**src/rtl/dma_dsc_out_pkg.sv**
```systemverilog
`default_nettype none
// ============================================================================
// Module  : dma_dsc_out_pkg
// Purpose : Shared types and helpers for the descriptor-out credit channel.
//           Descriptor beat and credit-return structures, credit count width,
//           sink FSM state enum, and credit pack/unpack helpers.
// Revision: 1.0 - initial release
// ============================================================================
package dma_dsc_out_pkg;

    // Credit count field width. It holds counts up to 64, the largest legal
    // buffer depth, so any DEPTH configuration fits without truncation.
    localparam int c_crd_cnt_w  = 7;
    localparam int c_dsc_len_w  = 16;
    localparam int c_dsc_addr_w = 32;

    // Descriptor beat. vld qualifies the beat on the input side and is
    // carried through the buffer unchanged.
    typedef struct packed {
        logic                    vld;
        logic [c_dsc_len_w-1:0]  len;
        logic [c_dsc_addr_w-1:0] addr;
    } dma_dsc_block_t;

    // Credit return beat.
    typedef struct packed {
        logic                   vld;
        logic [c_crd_cnt_w-1:0] count;
    } dma_dsc_out_crd_t;

    typedef enum logic [1:0] {
        INIT  = 2'd0,
        GRANT = 2'd1,
        RUN   = 2'd2
    } dma_dsc_out_snk_st_e;

    // Idle credit beats carry a zero count so the bus never shows stale data.
    function automatic dma_dsc_out_crd_t dma_dsc_out_crd_pack(
        input logic                   vld,
        input logic [c_crd_cnt_w-1:0] count
    );
        dma_dsc_out_crd_t c;
        c.vld   = vld;
        c.count = vld ? count : '0;
        return c;
    endfunction

    function automatic logic [c_crd_cnt_w-1:0] dma_dsc_out_crd_unpack(
        input dma_dsc_out_crd_t c
    );
        return c.vld ? c.count : '0;
    endfunction

endpackage
`default_nettype wire

```
**src/rtl/dma_dsc_out_crd_snk_if.sv**
```systemverilog
`default_nettype none
// ============================================================================
// Module  : dma_dsc_out_crd_snk_if
// Purpose : Bundle of the descriptor-out sink channel signals.
//   dsc_in  : descriptor beat from source (vld qualifies)
//   crd_out : credit return to source
//   dsc_vld : buffered descriptor available to consumer
//   dsc_rdy : consumer accept
//   dsc_out : head-of-buffer descriptor
//   master  : source/consumer side; slave : the sink
// Revision: 1.0 - initial release
// ============================================================================
interface dma_dsc_out_crd_snk_if;
    import dma_dsc_out_pkg::*;

    dma_dsc_block_t   dsc_in;
    dma_dsc_out_crd_t crd_out;
    logic             dsc_vld;
    logic             dsc_rdy;
    dma_dsc_block_t   dsc_out;

    modport master (
        output dsc_in,
        output dsc_rdy,
        input  crd_out,
        input  dsc_vld,
        input  dsc_out
    );

    modport slave (
        input  dsc_in,
        input  dsc_rdy,
        output crd_out,
        output dsc_vld,
        output dsc_out
    );

endinterface
`default_nettype wire

```
**src/rtl/dma_dsc_out_fifo.sv**
```systemverilog
`default_nettype none
// ============================================================================
// Module  : dma_dsc_out_fifo
// Purpose : DEPTH-entry descriptor buffer with a registered head output.
//   clk, rst  : clock, synchronous active-high reset
//   i_push    : write i_wdata at the tail (ignored when full)
//   i_wdata   : descriptor to write
//   i_pop     : advance the head (ignored when empty)
//   o_rdata   : registered head entry, holds when not popping or empty
//   o_rvld    : registered head valid
//   o_full    : count == DEPTH
//   o_empty   : count == 0
//   o_count   : stored entries
// Revision: 1.0 - initial release
// ============================================================================
module dma_dsc_out_fifo
    import dma_dsc_out_pkg::*;
#(
    parameter  int DEPTH = 16,
    localparam int c_aw  = $clog2(DEPTH),
    localparam int c_cw  = $clog2(DEPTH) + 1
) (
    input  wire logic           clk,
    input  wire logic           rst,
    input  wire logic           i_push,
    input  dma_dsc_block_t      i_wdata,
    input  wire logic           i_pop,
    output dma_dsc_block_t      o_rdata,
    output logic                o_rvld,
    output logic                o_full,
    output logic                o_empty,
    output logic [c_cw-1:0]     o_count
);

    dma_dsc_block_t  r_mem [DEPTH];
    logic [c_aw-1:0] r_wr_ptr;
    logic [c_aw-1:0] r_rd_ptr;
    logic [c_cw-1:0] r_count;
    dma_dsc_block_t  r_rdata;
    logic            r_rvld;

    logic            w_push;
    logic            w_pop;
    logic [c_aw-1:0] w_rd_ptr_nxt;
    logic [c_cw-1:0] w_count_nxt;
    logic            w_head_from_in;
    logic            w_load;
    dma_dsc_block_t  w_head_nxt;

    assign w_push = i_push && (r_count != c_cw'(DEPTH));
    assign w_pop  = i_pop  && (r_count != '0);

    always_comb begin
        w_count_nxt = r_count;
        if (w_push && !w_pop) begin
            w_count_nxt = r_count + 1'b1;
        end else if (!w_push && w_pop) begin
            w_count_nxt = r_count - 1'b1;
        end
    end

    // Pointers wrap naturally because DEPTH is a power of two.
    assign w_rd_ptr_nxt = w_pop ? (r_rd_ptr + 1'b1) : r_rd_ptr;

    // When the store drains to nothing but the beat being written this cycle,
    // that beat is not in the array yet, so it is bypassed into the head.
    assign w_head_from_in = (r_count == '0) || (w_pop && (r_count == c_cw'(1)));
    assign w_head_nxt     = w_head_from_in ? i_wdata : r_mem[w_rd_ptr_nxt];

    // Head only changes when it is consumed or when it was empty; otherwise
    // it holds so the consumer sees a stable value.
    assign w_load = (w_pop || (r_count == '0)) && (w_count_nxt != '0);

    always_ff @(posedge clk) begin
        if (w_push) begin
            r_mem[r_wr_ptr] <= i_wdata;
        end
    end

    always_ff @(posedge clk) begin
        if (rst) begin
            r_wr_ptr <= '0;
            r_rd_ptr <= '0;
            r_count  <= '0;
            r_rdata  <= '0;
            r_rvld   <= 1'b0;
        end else begin
            if (w_push) begin
                r_wr_ptr <= r_wr_ptr + 1'b1;
            end
            r_rd_ptr <= w_rd_ptr_nxt;
            r_count  <= w_count_nxt;
            r_rvld   <= (w_count_nxt != '0);
            if (w_load) begin
                r_rdata <= w_head_nxt;
            end
        end
    end

    assign o_rdata = r_rdata;
    assign o_rvld  = r_rvld;
    assign o_full  = (r_count == c_cw'(DEPTH));
    assign o_empty = (r_count == '0);
    assign o_count = r_count;

endmodule
`default_nettype wire

```
**src/rtl/dma_dsc_out_crd_snk.sv**
```systemverilog
`default_nettype none
// ============================================================================
// Module  : dma_dsc_out_crd_snk
// Purpose : Sink end of the descriptor-out credit channel. Buffers descriptor
//           beats, presents them to the consumer with valid/ready, and returns
//           credits in batches (or after an idle timeout).
//   clk, rst     : clock, synchronous active-high reset
//   bus (slave)  : dsc_in, crd_out, dsc_vld, dsc_rdy, dsc_out
//   err_ovf      : sticky, a beat arrived without an available credit
//   perf_dsc_cnt : accepted beats (DMA_DSC_OUT_CRD_SNK_PERF_EN only)
//   perf_crd_cnt : credits returned incl. initial grant
//                  (DMA_DSC_OUT_CRD_SNK_PERF_EN only)
// Optional feature macro: DMA_DSC_OUT_CRD_SNK_PERF_EN
// Revision: 1.0 - initial release
// ============================================================================
module dma_dsc_out_crd_snk
    import dma_dsc_out_pkg::*;
#(
    parameter int DEPTH     = 16,
    parameter int CRD_BATCH = 4,
    parameter int CRD_TMO   = 32
) (
    input  wire logic             clk,
    input  wire logic             rst,
    dma_dsc_out_crd_snk_if.slave  bus,
    output logic                  err_ovf
`ifdef DMA_DSC_OUT_CRD_SNK_PERF_EN
    ,
    output logic [31:0]           perf_dsc_cnt,
    output logic [31:0]           perf_crd_cnt
`endif
);

    localparam int c_cw = $clog2(DEPTH) + 1;
    localparam int c_tw = $clog2(CRD_TMO) + 1;

    localparam logic [c_cw-1:0] c_batch    = c_cw'(CRD_BATCH);
    localparam logic [c_cw-1:0] c_depth    = c_cw'(DEPTH);
    localparam logic [c_tw-1:0] c_tmo_last = c_tw'(CRD_TMO - 1);

    dma_dsc_out_snk_st_e r_state;
    dma_dsc_out_snk_st_e w_state_nxt;

    logic [c_cw-1:0]  r_pend;
    logic [c_tw-1:0]  r_tmo;
    dma_dsc_out_crd_t r_crd;
    logic             r_err;

    logic [c_cw-1:0]  w_pend_sum;
    logic [c_cw-1:0]  w_pend_nxt;
    logic [c_tw-1:0]  w_tmo_nxt;
    logic             w_crd_vld;
    logic [c_cw-1:0]  w_crd_cnt;

    logic             w_push;
    logic             w_pop;
    logic             w_ovf;
    dma_dsc_block_t   w_rdata;
    logic             w_rvld;
    logic             w_full;
    logic             w_empty;
    logic [c_cw-1:0]  w_count;

    // ------------------------------------------------------------------
    // Buffer
    // ------------------------------------------------------------------
    // No credits exist outside RUN, so any beat there is a protocol error.
    // A full buffer rejects the beat even with a same-cycle pop, because the
    // slot being freed has not had its credit returned yet.
    assign w_push = bus.dsc_in.vld && (r_state == RUN) && !w_full;
    assign w_ovf  = bus.dsc_in.vld && ((r_state != RUN) || (w_count == c_depth));
    assign w_pop  = bus.dsc_rdy && !w_empty;

    dma_dsc_out_fifo #(
        .DEPTH (DEPTH)
    ) u_fifo (
        .clk     (clk),
        .rst     (rst),
        .i_push  (w_push),
        .i_wdata (bus.dsc_in),
        .i_pop   (w_pop),
        .o_rdata (w_rdata),
        .o_rvld  (w_rvld),
        .o_full  (w_full),
        .o_empty (w_empty),
        .o_count (w_count)
    );

    assign bus.dsc_vld = w_rvld;
    assign bus.dsc_out = w_rdata;

    // ------------------------------------------------------------------
    // FSM and credit batching
    // ------------------------------------------------------------------
    always_ff @(posedge clk) begin
        if (rst) begin
            r_state <= INIT;
        end else begin
            r_state <= w_state_nxt;
        end
    end

    always_comb begin
        w_state_nxt = r_state;
        w_crd_vld   = 1'b0;
        w_crd_cnt   = '0;
        w_pend_nxt  = r_pend;
        w_tmo_nxt   = r_tmo;
        w_pend_sum  = r_pend + {{(c_cw-1){1'b0}}, w_pop};
        case (r_state)
            INIT: begin
                w_state_nxt = GRANT;
            end
            GRANT: begin
                w_state_nxt = RUN;
                w_crd_vld   = 1'b1;
                w_crd_cnt   = c_depth;
            end
            RUN: begin
                // tmo counts cycles since the oldest pending credit appeared;
                // it never exceeds CRD_TMO-1 because that value forces a flush.
                if ((w_pend_sum >= c_batch) ||
                    ((w_pend_sum != '0) && (r_tmo == c_tmo_last))) begin
                    w_crd_vld  = 1'b1;
                    w_crd_cnt  = w_pend_sum;
                    w_pend_nxt = '0;
                    w_tmo_nxt  = '0;
                end else begin
                    w_pend_nxt = w_pend_sum;
                    w_tmo_nxt  = (w_pend_sum != '0) ? (r_tmo + 1'b1) : '0;
                end
            end
            default: begin
                w_state_nxt = INIT;
            end
        endcase
    end

    always_ff @(posedge clk) begin
        if (rst) begin
            r_crd  <= '0;
            r_pend <= '0;
            r_tmo  <= '0;
            r_err  <= 1'b0;
        end else begin
            r_crd  <= dma_dsc_out_crd_pack(w_crd_vld, c_crd_cnt_w'(w_crd_cnt));
            r_pend <= w_pend_nxt;
            r_tmo  <= w_tmo_nxt;
            if (w_ovf) begin
                r_err <= 1'b1;
            end
        end
    end

    assign bus.crd_out = r_crd;
    assign err_ovf     = r_err;

    // ------------------------------------------------------------------
    // Optional performance counters (saturating)
    // ------------------------------------------------------------------
`ifdef DMA_DSC_OUT_CRD_SNK_PERF_EN
    logic [31:0] r_perf_dsc;
    logic [31:0] r_perf_crd;
    logic [32:0] w_perf_crd_sum;

    assign w_perf_crd_sum = {1'b0, r_perf_crd} + {{(33-c_cw){1'b0}}, w_crd_cnt};

    always_ff @(posedge clk) begin
        if (rst) begin
            r_perf_dsc <= '0;
            r_perf_crd <= '0;
        end else begin
            if (w_push && (r_perf_dsc != '1)) begin
                r_perf_dsc <= r_perf_dsc + 1'b1;
            end
            if (w_crd_vld) begin
                r_perf_crd <= w_perf_crd_sum[32] ? '1 : w_perf_crd_sum[31:0];
            end
        end
    end

    assign perf_dsc_cnt = r_perf_dsc;
    assign perf_crd_cnt = r_perf_crd;
`endif

endmodule
`default_nettype wire
```
**src/flat_wrapper.sv**
```systemverilog
// flat-port wrapper written by rule: the top's interface ports become plain ports
module dma_dsc_out_crd_snk_flat import dma_dsc_out_pkg::*;
#(
    parameter int DEPTH     = 16,
    parameter int CRD_BATCH = 4,
    parameter int CRD_TMO   = 32
)
  (clk, rst, err_ovf, bus_dsc_in, bus_dsc_rdy, bus_crd_out, bus_dsc_vld, bus_dsc_out);
  dma_dsc_out_crd_snk_if bus_i ();
  input  wire logic clk;
  input  wire logic rst;
  output logic err_ovf;
  input wire logic [$bits(bus_i.dsc_in)-1:0] bus_dsc_in;
  input wire logic [$bits(bus_i.dsc_rdy)-1:0] bus_dsc_rdy;
  output wire logic [$bits(bus_i.crd_out)-1:0] bus_crd_out;
  output wire logic [$bits(bus_i.dsc_vld)-1:0] bus_dsc_vld;
  output wire logic [$bits(bus_i.dsc_out)-1:0] bus_dsc_out;
  assign bus_i.dsc_in = bus_dsc_in;
  assign bus_i.dsc_rdy = bus_dsc_rdy;
  assign bus_crd_out = bus_i.crd_out;
  assign bus_dsc_vld = bus_i.dsc_vld;
  assign bus_dsc_out = bus_i.dsc_out;
  dma_dsc_out_crd_snk #(.DEPTH(DEPTH), .CRD_BATCH(CRD_BATCH), .CRD_TMO(CRD_TMO)) u_core (.clk(clk), .rst(rst), .bus(bus_i), .err_ovf(err_ovf));
endmodule
```
**config.mk**
```make
export PLATFORM = sky130hd
export DESIGN_NAME = dma_dsc_out_crd_snk_flat
export DESIGN_NICKNAME = d
export VERILOG_FILES = /design/src/rtl/dma_dsc_out_pkg.sv /design/src/rtl/dma_dsc_out_crd_snk_if.sv /design/src/rtl/dma_dsc_out_fifo.sv /design/src/rtl/dma_dsc_out_crd_snk.sv /design/src/flat_wrapper.sv
export SDC_FILE = /design/constraint.sdc
export NUM_CORES = 1
export LEC_CHECK = 0
export CORE_ASPECT_RATIO = 1.1
export CORE_MARGIN = 4
export CORE_UTILIZATION = 60
export DETAILED_ROUTE_END_ITERATION = 12
export PLACE_DENSITY = 0.87
export SYNTH_ARGS = -nofsm -noshare
export SYNTH_HDL_FRONTEND = slang
export SYNTH_SLANG_ARGS = --single-unit
```
**constraint.sdc**
```tcl
create_clock -name clk -period 15 [get_ports clk]
set_clock_uncertainty 0.2 [all_clocks]
set_input_delay 1.5 -clock clk [delete_from_list [all_inputs] [get_ports clk]]
set_output_delay 1.5 -clock clk [all_outputs]
set_load 0.01 [all_outputs]
```
==> impl_metrics.toml <==
[timing]
rsz0062_at_grt = "false"
tightest_slew_ns = 1.31
hold_violations = 0
fmax_ghz = 0.169
setup_viol = 0
fin_crit_sh = 0.394
slew_violations = 0
final.setup.tns_ns = 0
fin_crit_ns = 5.90
slew-limit-headroom = 0.127

[global_route]
grt_overflow = 0
grt_first_pass_wirelength_um = 133000
grt_max_degree = 198
grt_usage = 0.275
antenna_found_initial = 1
grt_pass1_vias = 22400

[route]
final_antenna_net_count = 0
drtPass1Iterations = 6
drc_errors = 0
drt_iter0_markers = 3356
viasPerCell = 6.98
num_vias = 22400
finalWirelength_um = 88700
wl_per_cell_um = 27.6

[critical_path]
crit_fanout = 85
start_kind = "input port"
end_kind = "flop"
r2r_slack_ns = 9.65
arrival_ns = 6.25
critPathKind = "in2reg"
crit_required_ns = 15.34

[placement]
dp.final_hpwl_um = 42700
placed_cells = 3066
routabilityCongestion = 0.813
place_area_um2 = 36900
numPortBuffers = 108

[floorplanning]
io_pins = 111
start_util = 0.605
die_x_um = 239
fp-row-count = 93
die_area_um2 = 62900
core_area_um2 = 58400
die_y_um = 263

[synthesis]
synth_async_sr_flop_share = 0
yosys_register_bits = 867
yosys.cell_count.top_type = "edfxtp_1"
synthCells = 2360
yosys.area.top_type = "edfxtp_1"
ys_types = 61
synthTopCellsByCount = "edfxtp_1, nand3_1, o21ai_0"
synth_top_area_frac = 0.666
syn_area_um2 = 35400
synth_edf_count = 784
netlist_top_cells_area = "edfxtp_1, mux2i_1, nand3_1, dfxtp_1, a221oi_2"
syn_area_per_cell_um2 = 15.0
synth-main-ff-cell = "edfxtp_1"
ys_seq_area_frac = 0.713
yosys_warnings = 0

[clock_network]
cts_inserted_buffers = 82
root_buffer = "clkbuf_16"
cts_tree = "yes"
hold_buffers = 0
cts.htree.levels = 3
clock_path_buffers = 3
postCtsSetupRepairBufs = 0
clk_pin_slew_ns = 0.06
cts_resized = 0
clkLatencyLatePin_ns = 0.64
clock-sinks = 867

[run]
maxCapViolations = 0

[final_layout]
antennaDiodeCount = 0
nNetsFinal = 2457
layout-drive-gt1-share = 0.117
stdcell_count = 3217
area_delta_synth_final_pct = 11.9
fin_area_um2 = 39600

[status]
status = "finished, final reports clean"

[power]
max-vdd-ir-drop_mv = 0.162
leakagePower_nw = 13.1
power_density_nw_per_um2 = 183

[min_path]
hp-class = "reg2reg"
-- routing by layer --
layer | up-vias | global-route usage | part of all wire
met4 | 2 | 0.119 | 0.044
met3 | 318 | 0.0512 | 0.11
met2 | 1781 | 0.461 | 0.50
met5 | - | 0 | 0.000079
li1 | 9413 | - | -
met1 | 10900 | 0.353 | 0.35
-- stage by stage --
stage	setup slack, ns	utilization	hold WS (ns)	total power [mW]
finish	9.10	0.677	0.287	7.26
global route	8.84	0.677	0.319	7.52
CTS	9.17	0.677	0.291	7.22
detailed placement	8.49	0.631	0.278	5.16
global placement	8.85	0.631	0.257	5.06
floorplan	8.78	-	0.265	4.58
-- state kept, by name, indices dropped and copies added, names as in the netlist --
| signal | flops |
|---|---|
| u_core.bus.crd_out | 6 |
| u_core.err_ovf | 1 |
| u_core.r_pend | 5 |
| u_core.r_state | 2 |
| u_core.r_tmo | 6 |
| u_core.u_fifo.o_count | 5 |
| u_core.u_fifo.o_rdata | 49 |
| u_core.u_fifo.o_rvld | 1 |
| u_core.u_fifo.r_mem | 784 |
| u_core.u_fifo.r_rd_ptr | 4 |
| u_core.u_fifo.r_wr_ptr | 4 |
-- cells by family after synthesis --
logic type	after synthesis	share of synthesized area
compound gates	480	0.106
fa+ha+maj	15	0.00531
flops	867	0.713
mux	200	0.0566
simple gates	576	0.0876
buf+inv	208	0.0286
other cells	1	0.000106
xor+xnor	13	0.00322
-- report_power, final --
group          internal, mW  switching [mW]  total (mW)
registers              2.70          0.0653        2.77
logic                 0.868            1.56        2.43
clock network          1.18           0.881        2.06
-- path summary, 6_finish.rpt --
kind / start / to / cells after the start
max: bus_dsc_rdy / u_core.u_fifo.o_rdata[19]$_SDFFE_PP0P_ / 10
min reg2reg: u_core.err_ovf$_SDFFE_PP0P_ / u_core.err_ovf$_SDFFE_PP0P_ / 2
min: u_core.err_ovf$_SDFFE_PP0P_ / u_core.err_ovf$_SDFFE_PP0P_ / 2
max reg2reg: u_core.u_fifo.o_count[0]$_SDFF_PP0_ / u_core.u_fifo.o_rdata[19]$_SDFFE_PP0P_ / 11
-- critical path, stage by stage --
cell and delay [ns]:
clkdlybuf4s50_1 0.74, inv_1 0.55, nor3_4 0.07, buf_4 0.40, nor2_8 0.75, buf_4 1.01
mux2i_1 0.21, a221oi_1 0.48, a221oi_2 0.11, a211oi_1 0.32
-- area by class of cell --
| class | instances | area (um2) |
|---|---|---|
| clock buffer | 112 | 2300 |
| clock inverter | 39 | 387 |
| fill | 3581 | 18900 |
| inverter | 9 | 33.8 |
| multi-input combinational | 1286 | 9310 |
| sequential | 867 | 25200 |
| tap | 760 | 951 |
| timing repair buffer | 144 | 1370 |
-- placed cells by master (no fill, tap or decap), types with 4 or more instances in the layout --
cell type        Yosys  routed
dfxtp_1             83      83
xor2_1               6       6
bufinv_16            0       6
buf_4                7      35
clkbuf_16            0      85
mux2i_1            200     200
xnor2_1              7       7
ha_1                15      15
a22oi_1             50      50
clkbuf_1           111      20
edfxtp_1           784     784
nor3_2               0       4
clkbuf_8             0       7
a221oi_1            19      19
clkinv_1             0       9
o21ai_0            202     202
a221oi_2            79      79
a31oi_1             50      50
clkdlybuf4s50_1      0     107
a211oi_2            21      21
a21oi_1             14      14
and4_1              51      51
nand3_1            347     347
clkinv_2             0      16
nor2_1              89      77
nand2_1             26      26
nor2_4               0      12
nand2b_1             7       7
inv_1                9       9
a211oi_1            31      31
nand4_1              7       7
and2_1               7       7
No activity file was read; power rests on OpenSTA's default activity.
